===== src/rtl/mult_pkg.sv =====
// Shared defaults, tag type and requester ids for the multiplier sharing scheduler.
package mult_pkg;

  localparam int unsigned DefDataSize  = 8;
  localparam int unsigned DefLatency   = 3;
  localparam int unsigned DefFifoDepth = 4;
  localparam int unsigned DefProdWidth = 2 * DefDataSize;

  localparam logic REQ0 = 1'b0;
  localparam logic REQ1 = 1'b1;

  // One in-flight slot of the tag pipeline.
  typedef struct packed {
    logic valid;
    logic id;
  } tag_t;

endpackage


===== src/rtl/mult_result_fifo.sv =====
// First-word-fall-through result FIFO with an occupancy count.
// The head word reads as zero while the FIFO is empty.
module mult_result_fifo #(
  parameter int unsigned WIDTH = 17,
  parameter int unsigned DEPTH = 4,
  localparam int unsigned PTR_W = $clog2(DEPTH),
  localparam int unsigned CNT_W = $clog2(DEPTH + 1)
) (
  input  logic             clk_i,
  input  logic             rst_ni,
  input  logic             push_i,
  input  logic [WIDTH-1:0] push_data_i,
  input  logic             pop_i,
  output logic             valid_o,
  output logic [WIDTH-1:0] data_o,
  output logic [CNT_W-1:0] count_o
);

  logic [WIDTH-1:0] mem_q [DEPTH];
  logic [PTR_W-1:0] wr_ptr_q, rd_ptr_q;
  logic [CNT_W-1:0] count_q, count_d;
  logic             do_pop;
  logic             full;

  // Pointers wrap modulo DEPTH, which need not be a power of two.
  function automatic logic [PTR_W-1:0] ptr_inc(input logic [PTR_W-1:0] p);
    return (p == PTR_W'(DEPTH - 1)) ? '0 : p + PTR_W'(1);
  endfunction

  assign valid_o = (count_q != '0);
  assign full    = (count_q == CNT_W'(DEPTH));
  assign do_pop  = pop_i && valid_o;
  assign count_o = count_q;
  assign data_o  = valid_o ? mem_q[rd_ptr_q] : '0;

  // Next occupancy: simultaneous push and pop leave it unchanged.
  always_comb begin
    count_d = count_q;
    case ({push_i, do_pop})
      2'b10:   count_d = count_q + CNT_W'(1);
      2'b01:   count_d = count_q - CNT_W'(1);
      default: ;
    endcase
  end

  // Pointer and count state.
  always_ff @(posedge clk_i or negedge rst_ni) begin
    if (!rst_ni) begin
      wr_ptr_q <= '0;
      rd_ptr_q <= '0;
      count_q  <= '0;
    end else begin
      if (push_i) wr_ptr_q <= ptr_inc(wr_ptr_q);
      if (do_pop) rd_ptr_q <= ptr_inc(rd_ptr_q);
      count_q <= count_d;
    end
  end

  // Storage array; contents are qualified by count_q so no reset is needed.
  always_ff @(posedge clk_i) begin
    if (push_i) mem_q[wr_ptr_q] <= push_data_i;
  end

  // Upstream credit accounting must make this unreachable.
  push_when_full: assert property (@(posedge clk_i) disable iff (!rst_ni) !(push_i && full));

endmodule


===== src/rtl/mult_share_scheduler.sv =====
// Shares one fixed-latency multiplier datapath between two requesters.
// Round-robin arbitration, credit-limited issue, a tag pipeline that tracks
// in-flight owners, and a result FIFO that absorbs consumer backpressure.
module mult_share_scheduler
  import mult_pkg::*;
#(
  parameter int unsigned DATA_SIZE  = DefDataSize,
  parameter int unsigned LATENCY    = DefLatency,   // >= 1
  parameter int unsigned FIFO_DEPTH = DefFifoDepth  // >= 2
) (
  input  logic                   clk_i,
  input  logic                   rst_ni,

  input  logic                   req0_valid_i,
  output logic                   req0_ready_o,
  input  logic [DATA_SIZE-1:0]   req0_a_i,
  input  logic [DATA_SIZE-1:0]   req0_b_i,
  input  logic                   req0_signed_i,

  input  logic                   req1_valid_i,
  output logic                   req1_ready_o,
  input  logic [DATA_SIZE-1:0]   req1_a_i,
  input  logic [DATA_SIZE-1:0]   req1_b_i,
  input  logic                   req1_signed_i,

  output logic                   dp_issue_o,
  output logic [DATA_SIZE-1:0]   dp_a_o,
  output logic [DATA_SIZE-1:0]   dp_b_o,
  output logic                   dp_signed_o,
  input  logic [2*DATA_SIZE-1:0] dp_product_i,

  output logic                   res_valid_o,
  input  logic                   res_ready_i,
  output logic [2*DATA_SIZE-1:0] res_product_o,
  output logic                   res_id_o
);

  localparam int unsigned PROD_W = 2 * DATA_SIZE;
  localparam int unsigned CNT_W  = $clog2(FIFO_DEPTH + 1);

  logic                active_q;
  logic                last_grant_q;
  tag_t [LATENCY-1:0]  tag_q;
  logic [CNT_W-1:0]    inflight_q, inflight_d;
  logic [CNT_W-1:0]    fifo_cnt;
  logic [CNT_W:0]      credit_sum;
  logic                can_issue;
  logic                grant;
  logic                grant_id;
  logic                tag_exit;
  logic                exit_id;
  logic [PROD_W:0]     head;

  // Credits cover every result that may still land in the FIFO. Registered
  // counts only, so a pop frees its slot for issue one cycle later.
  assign credit_sum = {1'b0, inflight_q} + {1'b0, fifo_cnt};
  assign can_issue  = active_q && (credit_sum < (CNT_W + 1)'(FIFO_DEPTH));

  // Round-robin arbiter: on conflict the requester not granted last wins.
  always_comb begin
    grant    = 1'b0;
    grant_id = REQ0;
    if (can_issue) begin
      if (req0_valid_i && req1_valid_i) begin
        grant    = 1'b1;
        grant_id = ~last_grant_q;
      end else if (req0_valid_i) begin
        grant    = 1'b1;
        grant_id = REQ0;
      end else if (req1_valid_i) begin
        grant    = 1'b1;
        grant_id = REQ1;
      end
    end
  end

  // Handshake and operand muxes; operands are forced to zero when idle.
  always_comb begin
    req0_ready_o = grant && (grant_id == REQ0);
    req1_ready_o = grant && (grant_id == REQ1);
    dp_issue_o   = grant;
    dp_a_o       = '0;
    dp_b_o       = '0;
    dp_signed_o  = 1'b0;
    if (grant) begin
      dp_a_o      = (grant_id == REQ1) ? req1_a_i      : req0_a_i;
      dp_b_o      = (grant_id == REQ1) ? req1_b_i      : req0_b_i;
      dp_signed_o = (grant_id == REQ1) ? req1_signed_i : req0_signed_i;
    end
  end

  // active_q holds issue off while reset is asserted and drops it
  // asynchronously, so ready/dp outputs read zero during reset.
  always_ff @(posedge clk_i or negedge rst_ni) begin
    if (!rst_ni) begin
      active_q     <= 1'b0;
      last_grant_q <= REQ1;
    end else begin
      active_q <= 1'b1;
      if (grant) last_grant_q <= grant_id;
    end
  end

  // Tag pipeline: the last stage lines up with dp_product_i.
  always_ff @(posedge clk_i or negedge rst_ni) begin
    if (!rst_ni) begin
      tag_q <= '0;
    end else begin
      tag_q[0] <= '{valid: grant, id: grant_id};
      for (int i = 1; i < int'(LATENCY); i++) begin
        tag_q[i] <= tag_q[i-1];
      end
    end
  end

  assign tag_exit = tag_q[LATENCY-1].valid;
  assign exit_id  = tag_q[LATENCY-1].id;

  // In-flight count: issue and exit in the same cycle cancel.
  always_comb begin
    inflight_d = inflight_q;
    case ({grant, tag_exit})
      2'b10:   inflight_d = inflight_q + CNT_W'(1);
      2'b01:   inflight_d = inflight_q - CNT_W'(1);
      default: ;
    endcase
  end

  // In-flight count register.
  always_ff @(posedge clk_i or negedge rst_ni) begin
    if (!rst_ni) inflight_q <= '0;
    else         inflight_q <= inflight_d;
  end

  mult_result_fifo #(
    .WIDTH (PROD_W + 1),
    .DEPTH (FIFO_DEPTH)
  ) u_fifo (
    .clk_i       (clk_i),
    .rst_ni      (rst_ni),
    .push_i      (tag_exit),
    .push_data_i ({exit_id, dp_product_i}),
    .pop_i       (res_ready_i),
    .valid_o     (res_valid_o),
    .data_o      (head),
    .count_o     (fifo_cnt)
  );

  assign res_id_o      = head[PROD_W];
  assign res_product_o = head[PROD_W-1:0];

  one_ready_max: assert property (@(posedge clk_i) disable iff (!rst_ni)
    !(req0_ready_o && req1_ready_o));

  inflight_bound: assert property (@(posedge clk_i) disable iff (!rst_ni)
    inflight_q <= CNT_W'(LATENCY));

endmodule


===== config.mk =====
export PLATFORM = sky130hd
export DESIGN_NAME = mult_share_scheduler
export DESIGN_NICKNAME = d
export VERILOG_FILES = /design/src/rtl/mult_pkg.sv /design/src/rtl/mult_result_fifo.sv /design/src/rtl/mult_share_scheduler.sv
export SDC_FILE = /design/constraint.sdc
export NUM_CORES = 1
export LEC_CHECK = 0
export CAP_MARGIN = 20
export CORE_MARGIN = 3
export CORE_UTILIZATION = 49
export DETAILED_ROUTE_END_ITERATION = 7
export GPL_TIMING_DRIVEN = 0
export PLACE_DENSITY_LB_ADDON = 0.12
export REMOVE_ABC_BUFFERS = 1
export SETUP_SLACK_MARGIN = 0.1
export SLEW_MARGIN = 20
export SYNTH_ARGS = -nofsm -noshare
export SYNTH_HDL_FRONTEND = slang
export SYNTH_SLANG_ARGS = --single-unit

===== constraint.sdc =====
create_clock -name clk_i -period 3 [get_ports clk_i]
set_clock_uncertainty 0.1 [all_clocks]
set_input_delay 0.45 -clock clk_i [delete_from_list [all_inputs] [get_ports clk_i]]
set_output_delay 0.45 -clock clk_i [all_outputs]
set_load 0.02 [all_outputs]

==> summary.md <==
* finished clean — outcome
* 0.150 — share of post-route cells with drive strength above 1
* 15.8 sq um — Avg Cell Area, Syn
* edfxtp_1 (55%), dfrtp_1 (11%), mux4_2 (10%) — cell types occupying the most area after synthesis
* 897 nW/um^2 — Power Density
* tag_q[2] — origin of the worst min-delay path
* 0.70 ns — Worst path max stage delay
* 0 — final count of hold timing violations
* 0.666 — sequential share of the synthesized area
* false — setup repair after global routing missed its margin
* reg -> out — Crit Path Class
* 93.4 um — height of the chip
* 84 — violation count after the first detailed-route iteration
* 0.545 — share of the synthesized area in the top cell type
* inflight_q[2] — capture instance of the worst register-to-register path
* 2 — Clock Tree Buf Depth
* 0.511 — initial cell density of the core
* register — kind of start point of the critical path
* 0.933 — share of the clock period used by the worst path
* 1.87 nW — Pleak
* 0 — yosys warns
* 0 — antenna violations before repair
* edfxtp_1 — largest area contributor in the netlist
* built — clock tree from TritonCTS
* 93 — io pins
* 0.669 — placer congestion estimate
* 4 — TritonRoute pass-1 iters
* 0.910 ns — Least-Margin Pin Slew
* 93.4 um — die width
* 0.09 ns — Clock Pin Slew Worst Setup and Hold Paths
* 0 — number of inserted diodes
* 0 — count of maximum capacitance violations
* 0.248 ns — worst hold margin
* 0 — Post-DRT Antenna Nets
* 2252 — DR vias
* clkbuf_8 — root buffer selected by CTS
* 2.45 ns — Req. time, crit path
* 86 — total clock sinks
* 31 — cell row count
* 0 — Overflow after GRT
* 20 — pin count of the biggest net entering global routing
* 8730 sq um — DIE AREA
* res_product_o[13] — worst setup path endpoint
* 86 — Yosys reg bits
* 4.45 mW — Overall Power
* 0 — number of DRC violations after detailed routing
* 2346 — via count of the first global-routing pass
* 3740 sq um — post-synthesis instance area
* 0.35 ns — worst-skew pair later-pin latency
* 92 — port bufs
* 3 — H-tree Lvls
* reg -> reg — type of the worst min-delay path
* 0.52 ns — Worst R2R Setup Slack
* 0.181 — Tot GR Track Use
* 0.209 — fraction of registers with async set/reset
* 0.676 — utilization after layout
* 2.80 ns — post-layout minimum cycle time
* 7.33 mm — Routed Wire Length
* 7330 sq um — area of the core region
* or3_2, and2_1, clkdlybuf4s50_1 — critical path cell sequence
* edfxtp_1 (68), and2_1 (21), nand2_1 (19), nand3_1 (19) — Synth top cells by count
* output port — sort of element at the end of the critical path
* 5.14 — vias per cell
* or3_2 — standard cell with the maximum stage delay on the critical path
* 2.25 ns — Arrival @ worst endpoint
* 0 — final count of pins violating max slew
* 0 — final setup violation count
* edfxtp_1 — dominant register cell in the synthesized netlist
* inflight_q[2] — RR Startpoint
* 400 — Final nets
* u_fifo.count_o[2] — launch point of the worst path
* 8 — worst reg-to-reg path cell count
* 0.506 mV — highest ir drop seen on vdd
* 29 — library cells used by synthesis
* 357 MHz — fmax
* edfxtp_1 — leading cell type by number of instances after synthesis
* 32.4% — layout overhead on the synthesized area
* 16.7 um — Wirelength per Cell
* 19 — largest fanout on the critical path
* 68 — EDFF count, synth
* 4.60 mm — Detailed Place HPWL
* 0.394 — relative slew slack
* 9 — Inserted Clock Buffers
* 12.0 mm — global-route wire length before repair
* 237 — cells after synthesis
==> cells in the final DEF (no fill, tap or decap), drive strengths merged, types with 2 or more instances in the layout <==
| cell | instances |
|---|---|
| and2 | 22 |
| clkdlybuf4s50 | 72 |
| inv | 9 |
| nand2 | 19 |
| or3 | 2 |
| fa | 2 |
| dlygate4sd2 | 19 |
| ha | 9 |
| xor2 | 3 |
| dfrtp | 17 |
| mux2 | 3 |
| xnor2 | 3 |
| buf | 6 |
| clkinvlp | 2 |
| clkbuf | 10 |
| nor2 | 6 |
| o21ai | 2 |
| edfxtp | 68 |
| mux4 | 17 |
| a21oi | 17 |
| nand3 | 19 |
==> layer usage <==
metal,vias up,share of wire,GRT usage,wire length [um]
li1,1078,-,-,-
met1,1097,0.43,0.240,3160
met2,68,0.50,0.299,3650
met3,9,0.056,0.0491,408
met4,0,0.015,0.0415,108
met5,-,0,0,0
==> layout make-up <==
cell class	count	area (sq um)
clock inverters	6	71.3
multi-input cells	132	1160
inverters	7	26.3
well taps	99	124
clock buffers	10	128
fillers	530	2370
repair buffers	98	948
flip-flops and latches	86	2500
==> registers in the layout (all words and copies together), names as in the netlist <==
signal and flops:
u_fifo.count_o 3, exit_id 1, u_fifo.rd_ptr_q 2, u_fifo.mem_q 68
u_fifo.wr_ptr_q 2, last_grant_q 1, inflight_q 3, active_q 1
tag_q 4, tag_exit 1
==> worst min-delay path by stage <==
stage	end	slack (ns)	cells past startpoint
5_1_grt	tag_q[3]	0.26	0
3_3_place_gp	tag_q[3]	0.23	0
4_1_cts	exit_id	0.25	0
6_report	exit_id	0.25	0
3_5_place_dp	tag_exit	0.24	0
2_1_floorplan	active_q	0.05	0
==> stage by stage <==
step | instances | instance area (sq um) | worst slack (ns) | TNS [ns]
finish | 438 | 4960 | 0.202 | 0
global route | 438 | 4960 | 0.105 | 0
CTS | 437 | 4950 | 0.00870 | 0
detailed placement | 416 | 4710 | -0.106 | -1.14
global placement | 416 | 4710 | -0.0833 | -1.45
floorplan | 225 | 3670 | 0.717 | 0
==> kinds of logic (layout without fill, tap and decap cells) <==
| logic type | Yosys count | after routing | share of synthesized area |
|---|---|---|---|
| DFF | 86 | 86 | 0.666 |
| and+or+nand+nor | 70 | 70 | 0.0992 |
| AOI/OAI and AO/OA | 23 | 23 | 0.0351 |
| muxes | 21 | 21 | 0.116 |
| buffers and inverters | 19 | 121 | 0.0281 |
| adders and majority gates | 11 | 11 | 0.0408 |
| xor gates and xnor gates | 6 | 6 | 0.0140 |
| other | 1 | 1 | 0.00100 |
==> worst max-delay path: cells and delay by family, from the launching register on <==
kind / cells / cell delay [ns]
AND/OR/NAND/NOR: 2 / 0.94
buffers and inverters: 1 / 0.54
flip-flops: 1 / 0.42
==> where the power goes <==
| group | total, mW | switching, mW | leakage [nW] | internal (mW) |
|---|---|---|---|---|
| Clock | 0.809 | 0.417 | 0.0935 | 0.392 |
| Combinational | 1.95 | 0.946 | 0.944 | 1.01 |
| Sequential | 1.69 | 0.167 | 0.836 | 1.52 |
==> repair_timing <==
action,4_1_cts,5_1_grt
buffers inserted,5,1
hold buffers,0,0
endpoints found under the setup margin,36,21
pin swaps,2,1
resized for setup,24,2
(Power assumes the default switching activity.)
